$ cat src/rtl/filt_pkg.sv
// Shared definitions for the filter-bank sequencer: FSM state type and
// default geometry constants.
package filt_pkg;

  localparam int unsigned TAPS_DEFAULT  = 1023;
  localparam int unsigned PTR_W_DEFAULT = 10;

  typedef enum logic [1:0] {
    IDLE = 2'd0,
    FILL = 2'd1,
    RUN  = 2'd2,
    CAPT = 2'd3
  } filt_state_e;

endpackage

$ cat src/rtl/filt_sequencer.sv
// Filter-bank sequencer: writes incoming sample pairs into a circular queue
// and, once TAPS samples are held, sweeps rd_ptr over the TAPS+1 window for
// the accumulating filter bank, then strobes capt for one cycle.
//
// Ports:
//   clk, rst_n   clock, asynchronous active-low reset
//   smpl_valid   one-cycle strobe: new sample pair available
//   wr_en        queue write strobe (equals smpl_valid)
//   wr_ptr       queue write address
//   rd_ptr       queue read address to the filter bank
//   sequencing   high while the filter bank accumulates (RUN)
//   capt         one-cycle strobe: filter outputs valid (CAPT)
//   busy         high in RUN or CAPT
//   ovr_cnt      lost-start counter, only when FILT_SEQ_OVR_EN is defined
module filt_sequencer
  import filt_pkg::*;
#(
  parameter int unsigned TAPS  = TAPS_DEFAULT,
  parameter int unsigned PTR_W = PTR_W_DEFAULT
) (
  input  logic             clk,
  input  logic             rst_n,
  input  logic             smpl_valid,
  output logic             wr_en,
  output logic [PTR_W-1:0] wr_ptr,
  output logic [PTR_W-1:0] rd_ptr,
  output logic             sequencing,
  output logic             capt,
  output logic             busy
`ifdef FILT_SEQ_OVR_EN
  ,
  output logic [7:0]       ovr_cnt
`endif
);

  localparam logic [PTR_W-1:0] TAPS_P = PTR_W'(TAPS);
  localparam logic [PTR_W-1:0] ONE_P  = PTR_W'(1);

  filt_state_e      state_q, state_d;
  logic [PTR_W-1:0] wr_ptr_q, wr_ptr_d;
  logic [PTR_W-1:0] rd_ptr_q, rd_ptr_d;
  logic [PTR_W-1:0] tap_q, tap_d;
  logic [PTR_W-1:0] fill_q, fill_d;
  logic             pend_q, pend_d;
  logic             seq_q, capt_q, busy_q;
  logic             start_run;

  assign wr_en      = smpl_valid;
  assign wr_ptr     = wr_ptr_q;
  assign rd_ptr     = rd_ptr_q;
  assign sequencing = seq_q;
  assign capt       = capt_q;
  assign busy       = busy_q;

  // Next-state, pointer and counter logic.
  always_comb begin
    state_d   = state_q;
    wr_ptr_d  = smpl_valid ? wr_ptr_q + ONE_P : wr_ptr_q;
    fill_d    = (smpl_valid && (fill_q != TAPS_P)) ? fill_q + ONE_P : fill_q;
    rd_ptr_d  = rd_ptr_q;
    tap_d     = tap_q;
    pend_d    = pend_q;
    start_run = 1'b0;

    unique case (state_q)
      IDLE, FILL: begin
        // fill_d already reflects this sample, so a saturated counter and
        // the sample that completes the fill both start a run.
        if (smpl_valid) begin
          if (fill_d == TAPS_P) start_run = 1'b1;
          else                  state_d   = FILL;
        end
      end
      RUN: begin
        rd_ptr_d = rd_ptr_q + ONE_P;
        tap_d    = tap_q + ONE_P;
        if (smpl_valid) pend_d = 1'b1;
        if (tap_q == TAPS_P) state_d = CAPT;
      end
      CAPT: begin
        // A sample arriving in CAPT starts the next run directly.
        if (pend_q || smpl_valid) start_run = 1'b1;
        else                      state_d   = IDLE;
      end
      default: state_d = IDLE;
    endcase

    // Point at the oldest sample, counting the one written this cycle.
    if (start_run) begin
      state_d  = RUN;
      rd_ptr_d = wr_ptr_d - TAPS_P;
      tap_d    = '0;
      pend_d   = 1'b0;
    end
  end

  // State and output registers; outputs decode the next state.
  always_ff @(posedge clk or negedge rst_n) begin
    if (!rst_n) begin
      state_q  <= IDLE;
      wr_ptr_q <= '0;
      rd_ptr_q <= '0;
      tap_q    <= '0;
      fill_q   <= '0;
      pend_q   <= 1'b0;
      seq_q    <= 1'b0;
      capt_q   <= 1'b0;
      busy_q   <= 1'b0;
    end else begin
      state_q  <= state_d;
      wr_ptr_q <= wr_ptr_d;
      rd_ptr_q <= rd_ptr_d;
      tap_q    <= tap_d;
      fill_q   <= fill_d;
      pend_q   <= pend_d;
      seq_q    <= (state_d == RUN);
      capt_q   <= (state_d == CAPT);
      busy_q   <= (state_d == RUN) || (state_d == CAPT);
    end
  end

`ifdef FILT_SEQ_OVR_EN
  logic [7:0] ovr_q;

  assign ovr_cnt = ovr_q;

  // pend_q is only ever set in RUN/CAPT, so a sample seen with it set is a lost start.
  always_ff @(posedge clk or negedge rst_n) begin
    if (!rst_n) begin
      ovr_q <= 8'd0;
    end else if (smpl_valid && pend_q && (ovr_q != 8'hFF)) begin
      ovr_q <= ovr_q + 8'd1;
    end
  end
`endif

endmodule
$ cat config.mk
export PLATFORM = sky130hd
export DESIGN_NAME = filt_sequencer
export DESIGN_NICKNAME = d
export VERILOG_FILES = /design/src/rtl/filt_pkg.sv /design/src/rtl/filt_sequencer.sv
export SDC_FILE = /design/constraint.sdc
export NUM_CORES = 1
export LEC_CHECK = 0
export CORE_UTILIZATION = 30
export DETAILED_ROUTE_END_ITERATION = 7
export HOLD_SLACK_MARGIN = 0.02
export PLACE_DENSITY_LB_ADDON = 0.2
export SYNTH_ARGS = -nofsm -noshare
export SYNTH_HDL_FRONTEND = slang
export SYNTH_SLANG_ARGS = --single-unit
$ cat constraint.sdc
create_clock -name clk -period 7 [get_ports clk]
set_clock_uncertainty 0.05 [all_clocks]
set_input_delay 0.7 -clock clk [delete_from_list [all_inputs] [get_ports clk]]
set_output_delay 0.7 -clock clk [all_outputs]
set_load 0.05 [all_outputs]
Word-level counts from Yosys, hierarchy flattened. Index checks and enable logic that the tools add are counted.

Output and inout port bits: 24. Input port bits: 3. Register bits: 46. Word-level logic and storage cells: 49.

Add/sub/neg operators: 5. Muxes and demuxes: 19. Reduce and logical (&&, ||, !) cells: 8. Equality and inequality tests: 8.

Operators with widths (number): $mux 10 (6); $add 10x1->10 const B (4); $eq 10x10->1 const B (2); $mux 2 (5); $ne 10x10->1 const B (1); $sub 10x10->10 const B (1); $eq 2x2->1 const B (4); $mux 1 (6); $pmux 2 s3 (1); $reduce_bool 2->1 (2); $eq 2x1->1 const B (1); $logic_not 2->1 (1); $logic_or 1x1->1 (2); $pmux 1 s2 (1); $reduce_and 2->1 (1); $reduce_or 2->1 (1); $logic_and 1x1->1 (1).

Longest topological paths before layout. Gate-level depths: netlist of the first run.

Word-level depth: 10. Mapped depth: 11. Mapped depth without buffers: 9.

Worst setup path after synthesis of the first run. OpenSTA, ideal clock, no wires.

Kind: input to register. From: input port smpl_valid. To: register rd_ptr_q[3] (netlist: rd_ptr[3]). Stages on the path: 9. Arrival: 2.834 ns. Setup slack: 3.994 ns. Required time: 6.828 ns. Setup time: 0.122 ns. Cells stage by stage: buf_6 and4_4 nand4_4 or4_4 a211oi_4 nand4_4 o21ai_4 mux2_1 o22a_1.

Word-level cells in the longest chain between the ends: 7.

RTL lines: from (decl) (line filt_sequencer.sv:23) `input logic smpl_valid,`; $logic_and 1x1->1 (line filt_sequencer.sv:59) `fill_d = (smpl_valid && (fill_q != TAPS_P)) ? fill_q + ONE_P : fill_q;`; $mux 10 (line filt_sequencer.sv:59); $eq 10x10->1 (line filt_sequencer.sv:70) `if (fill_d == TAPS_P) start_run = 1'b1;`; $mux 1 (line filt_sequencer.sv:70); $mux 1 (line filt_sequencer.sv:69) `if (smpl_valid) begin`; $pmux 1 s2 (line filt_sequencer.sv:65) `unique case (state_q)`; $mux 10 or $reduce_bool 2->1 (tied branches); to (signal assigned) (line filt_sequencer.sv:112) `rd_ptr_q <= rd_ptr_d;`; to (decl) (line filt_sequencer.sv:41) `logic [PTR_W-1:0] rd_ptr_q, rd_ptr_d;`.

Parallel ways exist; a longest one is shown, timed or not. A chain may end at the register's enable or synchronous reset.

Final worst setup path of the first run. Same ends and word-level chain as after synthesis.

==> reports/results.txt, run 1 <==
The flow ran to the end, and the final reports show no timing, DRC or antenna violations. By startpoint and endpoint, the worst setup path is classified as in2reg. The ratio of routed vias to standard cells was 5.09. The die covers 9040 sq um.

The number of different library cells used by synthesis comes to 61. The area of the core region was 8300 sq um. The worst register-to-register path has a depth of 9.

The worst setup path is captured at a flop. In the post-synthesis netlist, the cell with the most instances is sky130_fd_sc_hd__dfrtp_1. Footprint of the flip-flops and latches: 1150 sq um. The tools report the total leakage power as 0.00122 uW. During placement, the flow inserted port buffers numbering 26.

The post-route antenna net violation count came out at 0. In this run the mean area of a mapped cell was 10.2 sq um. The setup check on the worst reg-to-reg path leaves a slack of 3620 ps.

The worst setup slack before clock tree synthesis is 2640 ps, and the standard cell area after detailed placement is 2920 sq um. Entering global routing, the biggest net connects 47 pins. The area of combinational cells with multiple inputs was 1330 sq um.

The antenna diode count is 0, and the vertical extent of the die is 95.1 um. Summed over all failing endpoints, the final setup total negative slack is 0 ps. By area the synthesized netlist is led by sky130_fd_sc_hd__dfrtp_1 (44%), sky130_fd_sc_hd__xnor2_1 (6.4%), sky130_fd_sc_hd__xor2_1 (3.4%). The filler cells instantiated in the layout total 837. In this run the most critical hold path is launched from wr_ptr[9]. The width of the die was 95.1 um; the number of CTS-inserted buffers was 5. The async set or reset register ratio after synthesis is 100%, and the worst slew margin relative to its limit is 30.0%. The relative area change from synthesis to final layout was 15.8%; the weighted congestion at the end of routability-driven global placement was 0.834. Of the cells placed in the final design, the portion with a size suffix greater than 1 is 10.4%. In this run the clock root is driven by a sky130_fd_sc_hd__clkbuf_8.

The logs give 0 for the sum of overflow across all layers after global routing and 5730 um for the final routed wirelength across all metal layers. Across the run, the number of max-cap violations was 0. Setup repair after global routing left no endpoint under its margin.

The endpoint identified for the worst register-to-register timing path is rd_ptr[3]. The tools report the number of global-route vias before repair as 1955. The tools report the final setup violation count as 0. At the later pin of the worst-skew pair, clock insertion delay measures 300 ps. For the layout net count, the log shows 287.

Counting every instance in the synthesized netlist gives 255. For this run, the leading register cell type out of synthesis is sky130_fd_sc_hd__dfrtp_1. The tools report the number of design-rule violations left by the first detailed-router iteration as 70. The clock net in this run drives a total of 46 sinks. The top cell type by area accounts for 44.3% of the synthesized area.

The first global-routing pass estimated 9740 um of wire. The number of flip-flops and latches in the synthesized netlist is 46, and the final count of pins violating max slew is 0. The count of endpoints failing hold in the final timing report is 0, and the first-pass iteration count of the detailed router is 4. The cell area after synthesis was 2600 sq um; the number of antenna violations at the first check in global routing was 0.

In this run the critical register-to-register path is launched from fill_q[0]. After detailed routing, the average wire length per cell comes to 14.9 um. Cell depth of the worst hold path: 1.

STA classifies the critical path startpoint as an input port. The total of cells resized after clock tree synthesis was 0; the time the worst path needs with I/O delays and setup was 4030 ps. Timing would allow up to 0.248 GHz.

Across the VDD grid, the largest voltage drop is 0.293 mV. After synthesis, flip-flops and latches occupy 44.3% of the total area. The run gives 0 as the count of yosys warnings during synthesis. The power density of the placed cells was 417 nW/um^2; the routed via count was 1958. For the pin with the worst max-slew slack, the measured transition is 1050 ps.

For this design, the CTS-stage hold fixing added 0 buffers. Once routing completed, OpenROAD measured the worst setup slack at 2970 ps. The biggest area consumer among synthesized cells is sky130_fd_sc_hd__dfrtp_1. The final clock period utilization by the worst path came out at 57.5%. The H-tree was split into 2 levels.

Once the clock tree was built, the setup fixing pass inserted 0 buffers. The clock-pin slew on the worst setup and hold paths came out at 80 ps. Ranked by instance count, the synthesized netlist is headed by sky130_fd_sc_hd__dfrtp_1 (46), sky130_fd_sc_hd__nand2_1 (23), sky130_fd_sc_hd__xnor2_1 (19), sky130_fd_sc_hd__nor2_1 (17), sky130_fd_sc_hd__nand3_1 (14). The number of placed I/O pins is 27, and the worst-path maximum fanout is 20. Across every metal layer, demand over resource in global routing totals 13.9%. The starting density of the core was 31.3%.

The logs give 3010 sq um for the cell area after layout and 263 for the post-synth net total. Yosys mapped a number of flops with a built-in enable equal to 0. The path type of the worst min-delay path was reg2reg. The maximum root-to-sink buffer count was 2; the overall power after layout was 1250 uW. TritonCTS built the clock tree. The floorplan row count was 33. The count of unresolved DRC violations after routing was 0. For the worst setup path, the data required time is 7140 ps.

Summed over all nets, the half-perimeter wirelength after detailed placement is 3940 um. Data arrives at the worst endpoint at 4170 ps. For hold timing, the worst endpoint is wr_ptr[9].
[through the flow]
| stage | std cells | hold WS [ps] | utilization [%] |
|---|---|---|---|
| final | 385 | 460 | 36.3 |
| after global routing | 385 | 485 | 36.3 |
| after CTS | 385 | 467 | 36.3 |
| after detailed placement | 377 | 447 | 35.2 |
| after global placement | 377 | 446 | 35.2 |
| after floorplan | 255 | 354 | - |
[area by class of cell]
type | count | share of cell area (%)
clock buffers | 7 | 2.87
clock inverters | 1 | 0.166
inverters | 13 | 1.62
multi-input cells | 187 | 44.3
flip-flops and latches | 46 | 38.2
well taps | 105 | 4.36
repair buffers | 26 | 8.48
[worst max-delay path: stages]
cell                              delay (ps)
sky130_fd_sc_hd__clkdlybuf4s50_1         940
sky130_fd_sc_hd__and4_4                  410
sky130_fd_sc_hd__nand4_4                 110
sky130_fd_sc_hd__or4_4                   460
sky130_fd_sc_hd__a211oi_4                340
sky130_fd_sc_hd__nand4_4                 150
sky130_fd_sc_hd__o21ai_4                 480
sky130_fd_sc_hd__mux2_1                  370
sky130_fd_sc_hd__o22a_1                  200
[flip-flops by register name (all words and copies together) (netlist names)]
register and flops:
fill_q 10, rd_ptr 10, tap_q 10, wr_ptr 10, state_q 2, busy 1, capt 1, pend_q 1
sequencing 1
[cell usage in the layout (no fill, tap or decap), types with 4 or more instances in the layout]
master,Yosys,final
sky130_fd_sc_hd__a21oi_1,7,7
sky130_fd_sc_hd__clkbuf_8,0,6
sky130_fd_sc_hd__clkdlybuf4s50_1,0,25
sky130_fd_sc_hd__dfrtp_1,46,46
sky130_fd_sc_hd__ha_1,5,5
sky130_fd_sc_hd__inv_1,13,13
sky130_fd_sc_hd__nand2_1,23,23
sky130_fd_sc_hd__nand3_1,14,14
sky130_fd_sc_hd__nand4_1,9,9
sky130_fd_sc_hd__nor2_1,17,17
sky130_fd_sc_hd__nor3_1,7,7
sky130_fd_sc_hd__o21a_1,4,4
sky130_fd_sc_hd__o21ai_0,10,10
sky130_fd_sc_hd__xnor2_1,19,19
sky130_fd_sc_hd__xor2_1,10,10
[routing by layer]
metal	wire (um)	vias to the layer above	track usage [%]
met5	0	-	0
met4	55	0	4.17
met3	173	5	2.95
met2	2640	28	22.5
met1	2860	955	18.5
li1	-	970	-
[logic make-up (layout without fill, tap and decap cells)]
kind of cell	Yosys count	count (layout)	share of synthesized area [%]
mux	5	5	2.12
flops	46	46	44.3
xor+xnor	29	29	9.77
fa+ha+maj	5	5	2.41
simple gates	96	96	20.9
buf+inv	22	47	4.43
compound gates	52	52	16.0
[where the power goes]
| group | total, uW | switching [uW] | internal (uW) |
|---|---|---|---|
| logic | 594 | 361 | 232 |
| clock network | 170 | 90.2 | 79.9 |
| registers | 490 | 129 | 361 |
[how the worst max path moves through the flow]
| stage | slack (ps) | cells past startpoint | end | start |
|---|---|---|---|---|
| 2_1_floorplan | 3990 | 9 | rd_ptr[3] | smpl_valid |
| 3_3_place_gp | 2720 | 9 | rd_ptr[3] | smpl_valid |
| 3_5_place_dp | 2640 | 9 | rd_ptr[1] | smpl_valid |
| 4_1_cts | 2940 | 9 | rd_ptr[1] | smpl_valid |
| 5_1_grt | 2660 | 9 | rd_ptr[1] | smpl_valid |
| 6_report | 2970 | 9 | rd_ptr[3] | smpl_valid |
Note: power is estimated with default switching activity, not from simulation.
==> inputs of run 2 (changes only) <==
==> constraint.sdc (replaced) <==
create_clock -name clk -period 3.8 [get_ports clk]
set_clock_uncertainty 0.05 [all_clocks]
set_input_delay 0.38 -clock clk [delete_from_list [all_inputs] [get_ports clk]]
set_output_delay 0.38 -clock clk [all_outputs]
set_load 0.05 [all_outputs]
==> run 2 against run 1 <==
Effect of this change:
- largest cell class unchanged
- wire length shrank 0.49%
- non-clock buffer count grew 4
- critical endpoint unchanged
- critical path type is now reg2reg
- count of clock-buffer cells in the layout shrank 1
- via count grew 1.1%
==> reports/results.txt, run 2 (same netlist as run 1, synthesis figures left out) <==
TritonCTS built the clock tree. The number of placed I/O pins is 27 (unchanged). The number of global-route vias before repair came out at 1920 (-1.8%).

The number of max-capacitance violations reported is 0 (unchanged), and the final count of pins violating max slew is 0 (unchanged). The number of CTS-inserted buffers was 5 (unchanged). The highest-delay cell along the critical path is sky130_fd_sc_hd__or4_4.

The part of the total power dissipated in combinational logic is 45.9% (-1.4 points). Worst setup slack before clock tree synthesis: 590 ps (-2050 ps). Timing would allow up to 0.317 GHz.

Clock tree synthesis selected as its root buffer the cell sky130_fd_sc_hd__clkbuf_8. For the total of cells resized after clock tree synthesis, the log shows 0 (unchanged). The logs give 0 (unchanged) for the number of antenna violations at the first check in global routing and 4 (unchanged) for the first-pass iteration count of the detailed router. Switching fraction of total power: 44.9% (-1.4 points). Number of design-rule violations left by the first detailed-router iteration: 82 (+17%). The run gives 38.0% (-1.1 points) as the power share of the sequential group. The final setup slack of the worst path is 641 ps (-2330 ps), and the worst-path maximum fanout is 10 (-50%). Leaving out fill and tap cells, the most frequent cell in the layout is sky130_fd_sc_hd__dfrtp_1. The routed design could run at a clock period as short as 3160 ps. The worst slew margin relative to its limit was 42.4% (+12 points); the summed negative setup slack over all endpoints was 0 ps (unchanged). The post-route antenna net violation count is 0 (unchanged). The largest voltage drop on the vdd net was 0.534 mV (+82%). The pin count of the biggest net entering global routing was 47 (unchanged). The final setup violation count came out at 0 (unchanged). The sum of overflow across all layers after global routing is 0 (unchanged).

The weighted congestion at the end of routability-driven global placement came out at 0.828 (-0.82%). In this run the worst setup path begins at fill_q[0]. The wire length per cell is 14.7 um (-1.3%). The number of buffers added to fix hold violations after cts is 0 (unchanged), and the port buffer count is 26 (unchanged).

The ratio of routed vias to standard cells was 5.10 (+0.34%). The delay contributed by the slowest stage of the critical path was 550 ps (-390 ps). Routed via count: 1980 (+1.1%). The layout net count is 291 (+1.4%). The area growth from synthesis to layout is 17.8%. Number of post-CTS setup repair buffers: 0 (unchanged). Starting density of the core: 31.3% (unchanged).

The power density of the placed cells came out at 774 nW/um^2 (+86%). The total of fill cells in the finished design is 834 (-0.36%), and the maximum level of the CTS H-tree is 2 (unchanged). The tools report the minimum hold slack as 100 ps (-359 ps). The worst setup path is captured at a flop. The TritonCTS sink count was 46 (unchanged).

Traced cell by cell, the critical path runs through ha_1, nand3_1, nor3_1, or4_4, a211oi_4, nand4_4, o21ai_4, mux2_1, o22a_1. Family with the most delay on the worst path: simple AND/OR/NAND/NOR gates. The tools report the final routed wirelength across all metal layers as 5700 um (-0.49%). For the total leakage power, the log shows 0.00125 uW (+2.4%). The width of the die is 95.1 um (unchanged).

The clock latency of the later-clocked register in the worst-skew pair came out at 310 ps (about the same). The clock-pin slew on the worst setup and hold paths was 90 ps (about the same); the vertical extent of the die was 95.1 um (unchanged). For the net load switching power, the log shows 1060 uW (+83%). The flow ran to the end, and the final reports show no timing, DRC or antenna violations. The estimated wirelength of the detail-placed design was 3960 um (+0.51%). The worst path uses 83.1% of the clock period. The antenna diode count was 0 (unchanged). In the layout the commonest cells are sky130_fd_sc_hd__dfrtp_1 (46), sky130_fd_sc_hd__clkdlybuf4s50_1 (25), sky130_fd_sc_hd__nand2_1 (23).

The number of buffers and inverters on the critical path works out to 0 (-1). The transition time at the pin with the least slew margin is 860 ps (-190 ps), and the die area is 9040 sq um (unchanged). The overall routing resource usage was 14.0% (+0.15 points); the area of combinational cells with multiple inputs was 1330 sq um (unchanged). The tools report the footprint of the flip-flops and latches as 1150 sq um (unchanged). For the floorplan row count, the log shows 33 (unchanged). The required time of the worst setup path was 3950 ps (-3190 ps); the count of endpoints failing hold in the final timing report was 0 (unchanged).

By startpoint and endpoint, the worst setup path is classified as reg2reg. For the area of the core region, the log shows 8300 sq um (unchanged). Setup repair after global routing left no endpoint under its margin. STA classifies the critical path startpoint as a flop. Path type of the worst min-delay path: in2async. The tools report the clock share of power as 16.1% (+2.5 points). The share of cells above drive strength 1 was 11.7% (+1.3 points).

The maximum root-to-sink buffer count was 2 (unchanged); the data arrival at the endpoint of the critical path was 3310 ps (-860 ps). The worst register-to-register path begins at fill_q[0]. For the count of unresolved DRC violations after routing, the log shows 0 (unchanged). The internal power was 1310 uW (+94%). The wire length of the first global-routing pass was 9690 um (-0.49%).
-- run 2: changes by cell type in the layout (fill, tap and decap cells not counted) --
cell                        change
sky130_fd_sc_hd__clkbuf_1       -1
sky130_fd_sc_hd__bufinv_16      +1
sky130_fd_sc_hd__buf_4          +4
sky130_fd_sc_hd__clkinv_2       -1
-- run 2: worst reg2reg max path: stages, from the launching register on --
cell                       delay, ps
sky130_fd_sc_hd__dfrtp_1         430
sky130_fd_sc_hd__ha_1            330
sky130_fd_sc_hd__nand3_1         230
sky130_fd_sc_hd__nor3_1          130
sky130_fd_sc_hd__or4_4           550
sky130_fd_sc_hd__a211oi_4        340
sky130_fd_sc_hd__nand4_4         150
sky130_fd_sc_hd__o21ai_4         320
sky130_fd_sc_hd__mux2_1          350
sky130_fd_sc_hd__o22a_1          190
-- run 2: final timing paths --
path | end | slack, ps | cells after the start
hold reg to reg | wr_ptr[9] | 460 | 1
setup / recovery | rd_ptr[3] | 640 | 9
hold / removal | fill_q[2] | 100 | 2
setup reg to reg | rd_ptr[3] | 640 | 9
max in group asynchronous | rd_ptr[8] | 3180 | 2
min in group clk | wr_ptr[9] | 460 | 1
-- run 2: power groups by stage --
| stage | sequential [uW] | combinational (uW) | clock [uW] |
|---|---|---|---|
| after detailed placement | 903 | 1100 | 0 |
| after floorplan | 1150 | 521 | 0 |
| after global routing | 935 | 1180 | 417 |
| final | 901 | 1090 | 381 |
| after global placement | 906 | 1090 | 0 |
| after CTS | 897 | 1100 | 396 |
-- run 2: cell type report --
cell class / instances / share of cell area (%)
Multi-Input combinational cell: 187 / 43.5
Timing Repair Buffer: 30 / 9.32
Sequential cell: 46 / 37.6
Tap cell: 105 / 4.29
Clock buffer: 6 / 2.70
Inverter: 13 / 1.59
Clock inverter: 1 / 0.981
-- run 2: per-layer routing --
layer  up-vias  global-route usage [%]  routed length [um]
met5         -                       0                   0
met4         0                    4.17                  61
met3         5                    3.27                 234
met2        43                    21.4                2600
met1       961                    19.6                2810
li1        971                       -                   -
-- run 2: per-stage QoR --
step / instances / util (%) / instance area [sq um] / power, uW
3_5_place_dp: 381 / 35.5 / 2950 / 2000
3_3_place_gp: 381 / 35.5 / 2950 / 2000
4_1_cts: 388 / 36.9 / 3060 / 2390
2_1_floorplan: 255 / - / 2600 / 1670
5_1_grt: 388 / 36.9 / 3060 / 2530
6_report: 388 / 36.9 / 3060 / 2370
==> inputs of run 3 (changes only) <==
==> constraint.sdc (replaced) <==
create_clock -name clk -period 3.3 [get_ports clk]
set_clock_uncertainty 0.05 [all_clocks]
set_input_delay 0.33 -clock clk [delete_from_list [all_inputs] [get_ports clk]]
set_output_delay 0.33 -clock clk [all_outputs]
set_load 0.05 [all_outputs]
==> run 3 against run 2 <==
Effect of this change:
- global-route usage hardly changed
- total power is 14% higher
- register-to-register slack worse by 250 ps
- final cell count is 3.1% higher
- first-iteration DRC count is 1.2% higher
- sequential share of layout area is 0.78 points lower
- non-clock buffer count is 11 higher
- combinational power is 19% higher
- critical path depth is 1 higher
- worst setup slack worse by 250 ps
- critical path type unchanged
- highest routed layer unchanged
==> reports/results.txt, run 3 (same netlist as run 1, synthesis figures left out) <==
The run finished with clean final reports. The delay contributed by the slowest stage of the critical path was 550 ps (about the same). The final count of pins violating max slew is 0 (unchanged), and the wire length of the first global-routing pass is 9570 um (-1.3%). The power share of the sequential group is 38.2% (+0.2 points), and the net load switching power is 1230 uW (+16%). The tools report the estimated wirelength of the detail-placed design as 4130 um (+4.5%).

The wire length per cell is 14.4 um (-1.8%). For the starting density of the core, the log shows 31.3% (unchanged). The number of post-CTS setup repair buffers is 0 (unchanged), and the power density of the placed cells is 866 nW/um^2 (+12%). The reg-to-reg setup timing slack was 390 ps (-250 ps); the cell depth of the worst setup path was 10 (+1).

The width of the die works out to 95.1 um (unchanged). TritonCTS built the clock tree. The maximum level of the CTS H-tree was 2 (unchanged). For the final routed wirelength across all metal layers, the log shows 5770 um (+1.3%).

Setup repair after global routing left no endpoint under its margin. The run gives 0 (unchanged) as the number of antenna violations at the first check in global routing. The required time of the worst setup path is 3440 ps (-510 ps). The logs give 9040 sq um (unchanged) for the die area and 83 (+1.2%) for the number of design-rule violations left by the first detailed-router iteration. The number of buffers and inverters on the critical path works out to 1 (+1). The path class of the tightest hold or removal check is in2async.

The launching element of the worst setup path was fill_q[0]. The routed via count was 2040 (+3.0%). The logs give 0 (unchanged) for the count of endpoints failing hold in the final timing report and 0 (unchanged) for the sum of overflow across all layers after global routing. The final setup violation count came out at 0 (unchanged).

The run gives 13.6% (-2.5 points) as the clock share of power. The worst setup path is captured at a flop. The family with the most delay on the worst path is simple AND/OR/NAND/NOR gates.

Startpoint of the worst-slack reg-to-reg timing path: fill_q[0]. The pin count of the biggest net entering global routing was 34 (-28%); the share of cells above drive strength 1 was 15.3% (+3.6 points). The worst-path maximum fanout is 9 (-1). The antenna diode count is 0 (unchanged). Leaving out fill and tap cells, the most frequent cells in the layout are sky130_fd_sc_hd__dfrtp_1 (46), sky130_fd_sc_hd__clkdlybuf4s50_1 (25), sky130_fd_sc_hd__nand2_1 (23). The worst setup path is launched from a flop. The ratio of routed vias to standard cells is 5.10 (about the same). The overall routing resource usage is 14.0% (-0.022 points), and the final clock period utilization by the worst path is 88.1% (+4.9 points). The number of global-route vias before repair was 1957 (+1.9%). First-pass iteration count of the detailed router: 4 (unchanged). The depth of the worst register-to-register path came out at 10 (+1). The switching fraction of total power was 45.6% (+0.68 points); the worst slew margin relative to its limit was 47.8% (+5.4 points). The library cell used most frequently in the layout, excluding fill and tap cells, is sky130_fd_sc_hd__dfrtp_1. The tools report the root buffer selected by CTS as sky130_fd_sc_hd__clkbuf_8. Total leakage power: 0.00129 uW (+3.5%). The total of cells resized after clock tree synthesis came out at 0 (unchanged).

The post-route core utilization came out at 37.7% (+0.78 points). Compared with the post-synthesis result, the final layout area differs by 20.3%. The tools report the clock latency of the later-clocked register in the worst-skew pair as 310 ps (about the same). The maximum root-to-sink buffer count came out at 2 (unchanged).

The number of placed I/O pins is 27 (unchanged), and the number of CTS-inserted buffers is 5 (unchanged). The logs give 0.484 mV (-9.4%) for the largest voltage drop on the vdd net and 3050 ps (-260 ps) for the data arrival at the endpoint of the critical path. The count of unresolved DRC violations after routing is 0 (unchanged).

For the number of buffers added to fix hold violations after cts, the log shows 0 (unchanged). The layout net count came out at 302 (+3.8%). The maximum achievable frequency came out at 0.344 GHz (+8.7%). The part of the total power dissipated in combinational logic was 48.2% (+2.3 points); the vertical extent of the die was 95.1 um (unchanged).

The transition time at the pin with the least slew margin works out to 783 ps (-77.4 ps). The critical path goes through ha_1, nand3_1, nor3_1, or4_4, a211oi_4, nand4_4, o21ai_4, buf_4, o32ai_1, a22o_1. The port buffer count came out at 26 (unchanged). The time the worst path needs with I/O delays and setup was 2910 ps (-253 ps). For the summed negative setup slack over all endpoints, the log shows 0 ps (unchanged). In this run the critical register-to-register path is captured at rd_ptr[8]. The end point of the critical path is rd_ptr[8]. The number of max-capacitance violations reported was 0 (unchanged); the TritonCTS sink count was 46 (unchanged).

Highest-delay cell along the critical path: sky130_fd_sc_hd__or4_4. The clock-pin slew on the worst setup and hold paths was 90 ps (about the same); the post-route antenna net violation count was 0 (unchanged). The setup path with the least slack is of type reg2reg. The weighted congestion at the end of routability-driven global placement was 0.811 (-2.0%). Area of the core region: 8300 sq um (unchanged). The logs give 1470 uW (+13%) for the internal power and 33 (unchanged) for the floorplan row count.
-- run 3: changes by cell type in the layout (fill, tap and decap cells not counted), sizes merged --
cell,delta
bufinv,-1
buf,+11
clkinvlp,+1
clkinv,+1
-- run 3: worst min path at each step --
| stage | startpoint | to | slack [ps] | cells after the start |
|---|---|---|---|---|
| floorplan | rst_n | busy | -20 | 0 |
| global placement | rst_n | fill_q[4] | 400 | 1 |
| detailed placement | rst_n | fill_q[4] | 420 | 1 |
| CTS | rst_n | fill_q[4] | 80 | 1 |
| global route | rst_n | fill_q[4] | 100 | 1 |
| finish | rst_n | fill_q[4] | 40 | 1 |
-- run 3: per-layer routing --
layer / share of wire [%] / track usage (%) / vias up
met5: 0 / 0 / -
met1: 46 / 18.3 / 983
li1: - / - / 997
met2: 48 / 22.6 / 49
met4: 2.4 / 5.93 / 0
met3: 3.6 / 2.71 / 11
-- run 3: layout make-up --
class | instances | area [sq um]
fill | 813 | 5170
multi-input combinational | 187 | 1330
sequential | 46 | 1150
timing repair buffer | 41 | 368
tap | 105 | 131
clock buffer | 6 | 82.6
inverter | 13 | 48.8
clock inverter | 2 | 12.5
-- run 3: worst register-to-register path: stages (launching register included) --
cell and delay (ps):
sky130_fd_sc_hd__dfrtp_1 430, sky130_fd_sc_hd__ha_1 230, sky130_fd_sc_hd__nand3_1 180, sky130_fd_sc_hd__nor3_1 120, sky130_fd_sc_hd__or4_4 550, sky130_fd_sc_hd__a211oi_4 340
sky130_fd_sc_hd__nand4_4 150, sky130_fd_sc_hd__o21ai_4 200, sky130_fd_sc_hd__buf_4 190, sky130_fd_sc_hd__o32ai_1 100, sky130_fd_sc_hd__a22o_1 240
-- run 3: power by group through the flow --
stage | Combinational (uW) | Sequential [uW] | Clock, uW
after global placement | 1310 | 1040 | 0
final | 1300 | 1030 | 369
after floorplan | 600 | 1320 | 0
after CTS | 1320 | 1030 | 386
after detailed placement | 1310 | 1040 | 0
after global routing | 1410 | 1080 | 406
-- run 3: through the flow --
step | std cells | hold WS, ps | power, uW | setup WS (ps) | cell area, sq um
finish | 400 | 38.7 | 2710 | 394 | 3130
global route | 400 | 99.1 | 2900 | 233 | 3130
CTS | 400 | 76.3 | 2740 | 383 | 3130
detailed placement | 392 | 420 | 2350 | 286 | 3030
global placement | 392 | 404 | 2360 | 303 | 3030
floorplan | 255 | -15.6 | 1920 | 341 | 2600
